`src/rtl/fp_mul_seq.sv`:
```
// Sequential IEEE-754 single-precision multiplier: shift-and-add mantissa product,
// one multiplier bit per cycle, truncating normalise, exponent range check.
//
// state | meaning
// ------+------------------------------------------------------------
// IDLE  | waiting for start, outputs at reset values
// MUL   | 24 shift-and-add iterations, one multiplier bit per cycle
// NORM  | normalise product, resolve specials, range-check exponent
// DONE  | result/flags valid for one cycle or until next start
module fp_mul_seq #(
  parameter int EXP_W  = 8,
  parameter int FRAC_W = 23,
  parameter int BIAS   = 127
) (
  input  logic                        CLK,
  input  logic                        RST,
  input  logic                        start,
  input  logic [EXP_W+FRAC_W:0]       A,
  input  logic [EXP_W+FRAC_W:0]       B,
  output logic [EXP_W+FRAC_W:0]       result,
  output logic                        overflow,
  output logic                        underflow,
  output logic                        busy,
  output logic                        done
);

  localparam int MANT_W = FRAC_W + 1;
  localparam int PROD_W = 2 * MANT_W;
  localparam int WORD_W = EXP_W + FRAC_W + 1;

  typedef enum logic [1:0] {
    S_IDLE = 2'd0,
    S_MUL  = 2'd1,
    S_NORM = 2'd2,
    S_DONE = 2'd3
  } state_t;

  state_t state, state_nxt;
  logic   accept;

  logic [4:0]          cnt;
  logic [PROD_W-1:0]   p;
  logic [PROD_W-1:0]   m_a_sh;
  logic [MANT_W-1:0]   m_b;
  logic                sign_a, sign_b;
  logic [EXP_W-1:0]    exp_a, exp_b;
  logic [FRAC_W-1:0]   frac_a, frac_b;

  logic [WORD_W-1:0]   norm_result;
  logic                norm_ov, norm_un;

  always_ff @(posedge CLK or negedge RST) begin
    if (!RST) state <= S_IDLE;
    else      state <= state_nxt;
  end

  always_comb begin
    state_nxt = state;
    accept    = 1'b0;
    busy      = 1'b0;
    done      = 1'b0;
    case (state)
      S_IDLE: begin
        if (start) begin
          accept    = 1'b1;
          state_nxt = S_MUL;
        end
      end
      S_MUL: begin
        busy = 1'b1;
        if (cnt == 5'd1) state_nxt = S_NORM;
      end
      S_NORM: begin
        busy      = 1'b1;
        state_nxt = S_DONE;
      end
      S_DONE: begin
        done = 1'b1;
        if (start) begin
          accept    = 1'b1;
          state_nxt = S_MUL;
        end
      end
      default: state_nxt = S_IDLE;
    endcase
  end

  // Multiplicand is kept pre-shifted so iteration k adds mA<<k without a barrel shifter.
  always_ff @(posedge CLK or negedge RST) begin
    if (!RST) begin
      cnt       <= '0;
      p         <= '0;
      m_a_sh    <= '0;
      m_b       <= '0;
      sign_a    <= 1'b0;
      sign_b    <= 1'b0;
      exp_a     <= '0;
      exp_b     <= '0;
      frac_a    <= '0;
      frac_b    <= '0;
      result    <= '0;
      overflow  <= 1'b0;
      underflow <= 1'b0;
    end else if (accept) begin
      sign_a    <= A[WORD_W-1];
      sign_b    <= B[WORD_W-1];
      exp_a     <= A[WORD_W-2:FRAC_W];
      exp_b     <= B[WORD_W-2:FRAC_W];
      frac_a    <= A[FRAC_W-1:0];
      frac_b    <= B[FRAC_W-1:0];
      m_a_sh    <= {{MANT_W{1'b0}}, 1'b1, A[FRAC_W-1:0]};
      m_b       <= {1'b1, B[FRAC_W-1:0]};
      p         <= '0;
      cnt       <= 5'(MANT_W);
      overflow  <= 1'b0;
      underflow <= 1'b0;
    end else if (state == S_MUL) begin
      if (m_b[0]) p <= p + m_a_sh;
      m_a_sh <= m_a_sh << 1;
      m_b    <= m_b >> 1;
      cnt    <= cnt - 5'd1;
    end else if (state == S_NORM) begin
      result    <= norm_result;
      overflow  <= norm_ov;
      underflow <= norm_un;
    end
  end

  logic signed [9:0]  e_base, e_adj;
  logic [FRAC_W-1:0]  frac_n;
  logic               sign_r;
  logic               nan_a, nan_b, inf_a, inf_b, zero_a, zero_b;

  always_comb begin
    sign_r = sign_a ^ sign_b;
    nan_a  = (exp_a == {EXP_W{1'b1}}) && (frac_a != '0);
    nan_b  = (exp_b == {EXP_W{1'b1}}) && (frac_b != '0);
    inf_a  = (exp_a == {EXP_W{1'b1}}) && (frac_a == '0);
    inf_b  = (exp_b == {EXP_W{1'b1}}) && (frac_b == '0);
    zero_a = (exp_a == '0);
    zero_b = (exp_b == '0);

    e_base = $signed(10'(exp_a)) + $signed(10'(exp_b)) - $signed(10'(BIAS));
    if (p[PROD_W-1]) begin
      frac_n = p[PROD_W-2:MANT_W];
      e_adj  = e_base + 10'sd1;
    end else begin
      frac_n = p[PROD_W-3:MANT_W-1];
      e_adj  = e_base;
    end

    norm_ov     = 1'b0;
    norm_un     = 1'b0;
    norm_result = {sign_r, e_adj[EXP_W-1:0], frac_n};
    // Special operands win over the range check and never raise flags.
    if (nan_a || nan_b || (inf_a && zero_b) || (inf_b && zero_a)) begin
      norm_result = {1'b0, {EXP_W{1'b1}}, 1'b1, {(FRAC_W-1){1'b0}}};
    end else if (inf_a || inf_b) begin
      norm_result = {sign_r, {EXP_W{1'b1}}, {FRAC_W{1'b0}}};
    end else if (zero_a || zero_b) begin
      norm_result = {sign_r, {(WORD_W-1){1'b0}}};
    end else if (e_adj >= 10'sd255) begin
      norm_ov     = 1'b1;
      norm_result = {sign_r, {EXP_W{1'b1}}, {FRAC_W{1'b0}}};
    end else if (e_adj <= 10'sd0) begin
      norm_un     = 1'b1;
      norm_result = {sign_r, {(WORD_W-1){1'b0}}};
    end
  end

endmodule

```
`config.mk`:
```
export PLATFORM = sky130hd
export DESIGN_NAME = fp_mul_seq
export DESIGN_NICKNAME = d
export VERILOG_FILES = /design/src/rtl/fp_mul_seq.sv
export SDC_FILE = /design/constraint.sdc
export NUM_CORES = 1
export LEC_CHECK = 0
export CAP_MARGIN = 20
export CORE_MARGIN = 3
export CORE_UTILIZATION = 51
export CTS_CLUSTER_DIAMETER = 40
export DETAILED_ROUTE_END_ITERATION = 16
export PLACE_DENSITY_LB_ADDON = 0.1
export SLEW_MARGIN = 20
export SYNTH_ARGS = -nofsm -noshare
export SYNTH_HDL_FRONTEND = slang
export SYNTH_SLANG_ARGS = --single-unit
```
`constraint.sdc`:
```
create_clock -name CLK -period 4.1 [get_ports CLK]
set_input_delay 1.025 -clock CLK [delete_from_list [all_inputs] [get_ports CLK]]
set_output_delay 1.025 -clock CLK [all_outputs]
set_load 0.05 [all_outputs]
```
==> flow_summary.ini <==
[cts]
cts_sinks = 225
cts_tree = built
worstSkewPairLatency_ns = 0.51
clk_pin_slew_ns = 0.05
clock_path_buffers = 3
htreeDepth = 2
numCtsBuffers = 37
postCtsSetupBuffers = 0
ctsHoldBuffers = 0
clock_tree.root_cell = clkbuf_16

[die]
die_h_um = 165
core_um2 = 24600
std_cell_rows = 57
dieArea_um2 = 27300
die_w_um = 165
start_util_pct = 52.5
io_pins = 103

[logic_synthesis]
muxShareOfSynthArea_pct = 7.63
yosysMostFrequentCell = nand2_1
yosysSeqAreaShare_pct = 43.6
synth-main-ff-cell = dfrtp_1
synth_top_family_by_area = simple AND/OR/NAND/NOR gates
synthXorXnorAreaFrac_pct = 2.96
syn_inst = 1418
ys_ff_latch = 225
synth_area_leader_cell = dfrtp_1
synth.top_cell.area_share_pct = 43.6
avgSynthCellArea_um2 = 9.10
synth_area_leaders = dfrtp_1 (44%), nand2_1 (8.4%), mux2i_1 (7.4%), ha_1 (6.7%), o21ai_0 (3.4%)
synth-compound-area-share_pct = 17.1
ys.warnings.count = 0
synth.net_count = 1556
synth_simple_gate_area_share_pct = 17.8
ys_types = 77
synth_common_cells = nand2_1 (290), dfrtp_1 (225), mux2i_1 (95)
synth_edf_count = 0
netlist_area_um2 = 12900
synth_fa_ha_area_share_pct = 7.00
synthArstFlopShare_pct = 100

[critical_path]
criticalPathCategory = reg2reg
critPathArrivalTime_ns = 4.09
end_kind = flip-flop
crit_required_ns = 4.47
cp-start-kind = flip-flop
cp_max_fo = 22

[pwr]
leakagePower_nw = 7.15
p_per_area_nw_per_um2 = 829
combPwrFrac_pct = 46.3
clock_power_share_pct = 25.3
intPower_mw = 7.50
p_seq_share_pct = 28.4
switchingPower_mw = 5.39
p_total_mw = 12.9
vdd_drop_max_mv = 0.388
switching_share_pct = 41.8

[placement]
io_buffers = 102
placed_cell_area_um2 = 14200
post-dp-hpwl_um = 21500
gp_congestion = 0.955

[grt]
grt_max_degree = 108
grt_usage_pct = 22.6
grt_pass1_wl_um = 50900
grt_antenna_before_repair = 0
grt_pass1_vias = 10100
grt-ovfl-total = 0

[sta]
max_slew_margin_pct = 42.5
finalSetupTns_ns = 0
fin_skew_ns = 0.0168
setup_viol = 0
period_minus_slack_ns = 3.72
fin_crit_sh_pct = 90.8
tightest_slew_ns = 0.863
hold_viol_final = 0
hold_slack_ns = 0.475
slew_viol_final = 0
clock.fmax_mhz = 269
rsz0062_at_grt = no

[routing]
viasPerCell = 5.67
drtAntennaViolNets = 0
drt_wl_total_um = 30400
drc = 0
wl_per_cell_um = 16.4
drtIter0Drc = 714
num_vias = 10500
dr.pass1.iters = 5

[layout]
final_layout_size_suffix_gt1_share_pct = 7.11
final_area_um2 = 15500
num_antenna_cells = 0
multi_input_comb_area_um2 = 6800
syn2layout_area_growth_pct = 20.4
n_fill_cell = 2158
nNetsFinal = 1642
ff_latch_area_um2 = 5630

[status]
status = completed

[hold_path]
hp-class = reg2reg

[flow_run]
cap_violations = 0
## timing repair
action | CTS | global route
hold endpoints to repair | 0 | 0
setup endpoints to repair | 0 | 2
resized for setup | 0 | 1
## cells by family after synthesis
kind of cell / after synthesis
simple gates: 516
compound gates: 340
flops: 225
buf+inv: 127
mux: 97
fa+ha+maj: 71
xor+xnor: 42
## critical path, stage by stage (launching register included)
cell and delay, ns:
dfrtp_1 0.41, ha_1 0.33, ha_1 0.23, fa_1 0.41, xor2_1 0.34, and4_1 0.29
xnor3_1 0.29, nor4_1 0.28, and3_1 0.21, and3_1 0.18, a311oi_2 0.12, nand3_1 0.12
buf_4 0.25, o22ai_1 0.13
## worst paths after layout
kind | start | to | slack, ns | cells past startpoint
max | exp_a[1] | result[11] | 0.38 | 13
min | frac_b[13] | frac_b[13] | 0.48 | 2
max reg2reg | exp_a[1] | result[11] | 0.38 | 13
min reg2reg | frac_b[13] | frac_b[13] | 0.48 | 2
max in group asynchronous | RST | sign_b | 2.69 | 2
min in group asynchronous | RST | result[5] | 0.54 | 1
## placed cells by master, fill, tap and decap left out, types with 16 or more instances in the layout
master / count
nand2_1: 289
dfrtp_1: 225
clkdlybuf4s50_1: 101
mux2i_1: 95
o21ai_0: 87
a21oi_1: 84
nor2_1: 83
ha_1: 68
inv_1: 54
clkbuf_16: 39
a21o_1: 30
xnor2_1: 28
o22ai_1: 28
nand4_1: 24
nor3_1: 21
a211oi_1: 21
nor4_1: 16
buf_4: 16
## metrics by stage
stage | std cells | setup slack, ns | utilization [%]
3_3_place_gp | 1789 | 0.490 | 57.8
6_report | 1856 | 0.378 | 63.2
3_5_place_dp | 1789 | 0.363 | 57.8
4_1_cts | 1856 | 0.347 | 63.2
5_1_grt | 1856 | 0.0768 | 63.2
2_1_floorplan | 1418 | 0.754 | -
## layout make-up
cell class	instances	share of cell area [%]
Clock buffer	47	6.79
Clock inverter	20	1.71
Inverter	54	1.30
Multi-Input combinational cell	1066	43.8
Sequential cell	225	36.2
Tap cell	324	2.61
Timing Repair Buffer	120	7.63
## power by group through the flow
stage               Sequential, mW  Clock [mW]  Combinational [mW]
floorplan                     3.79           0                4.34
global placement              3.67           0                5.83
detailed placement            3.70           0                5.93
CTS                           3.67        3.34                5.99
global route                  3.78        3.43                6.70
finish                        3.67        3.26                5.97
## state kept, by name, summed over array words and instances, names as in the netlist
register / count
cnt: 5
exp_a: 8
exp_b: 8
frac_a: 23
frac_b: 23
m_a_sh: 48
m_b: 24
overflow: 1
p: 48
result: 32
sign_a: 1
sign_b: 1
state: 2
underflow: 1
## layer usage
layer | up-vias | routed length, um | global-route usage, %
li1 | 5201 | - | -
met1 | 5041 | 14500 | 33.2
met2 | 222 | 13700 | 34.5
met3 | 57 | 1400 | 3.82
met4 | 0 | 758 | 6.60
met5 | - | 0 | 0
No activity file was read; power rests on OpenSTA's default activity.
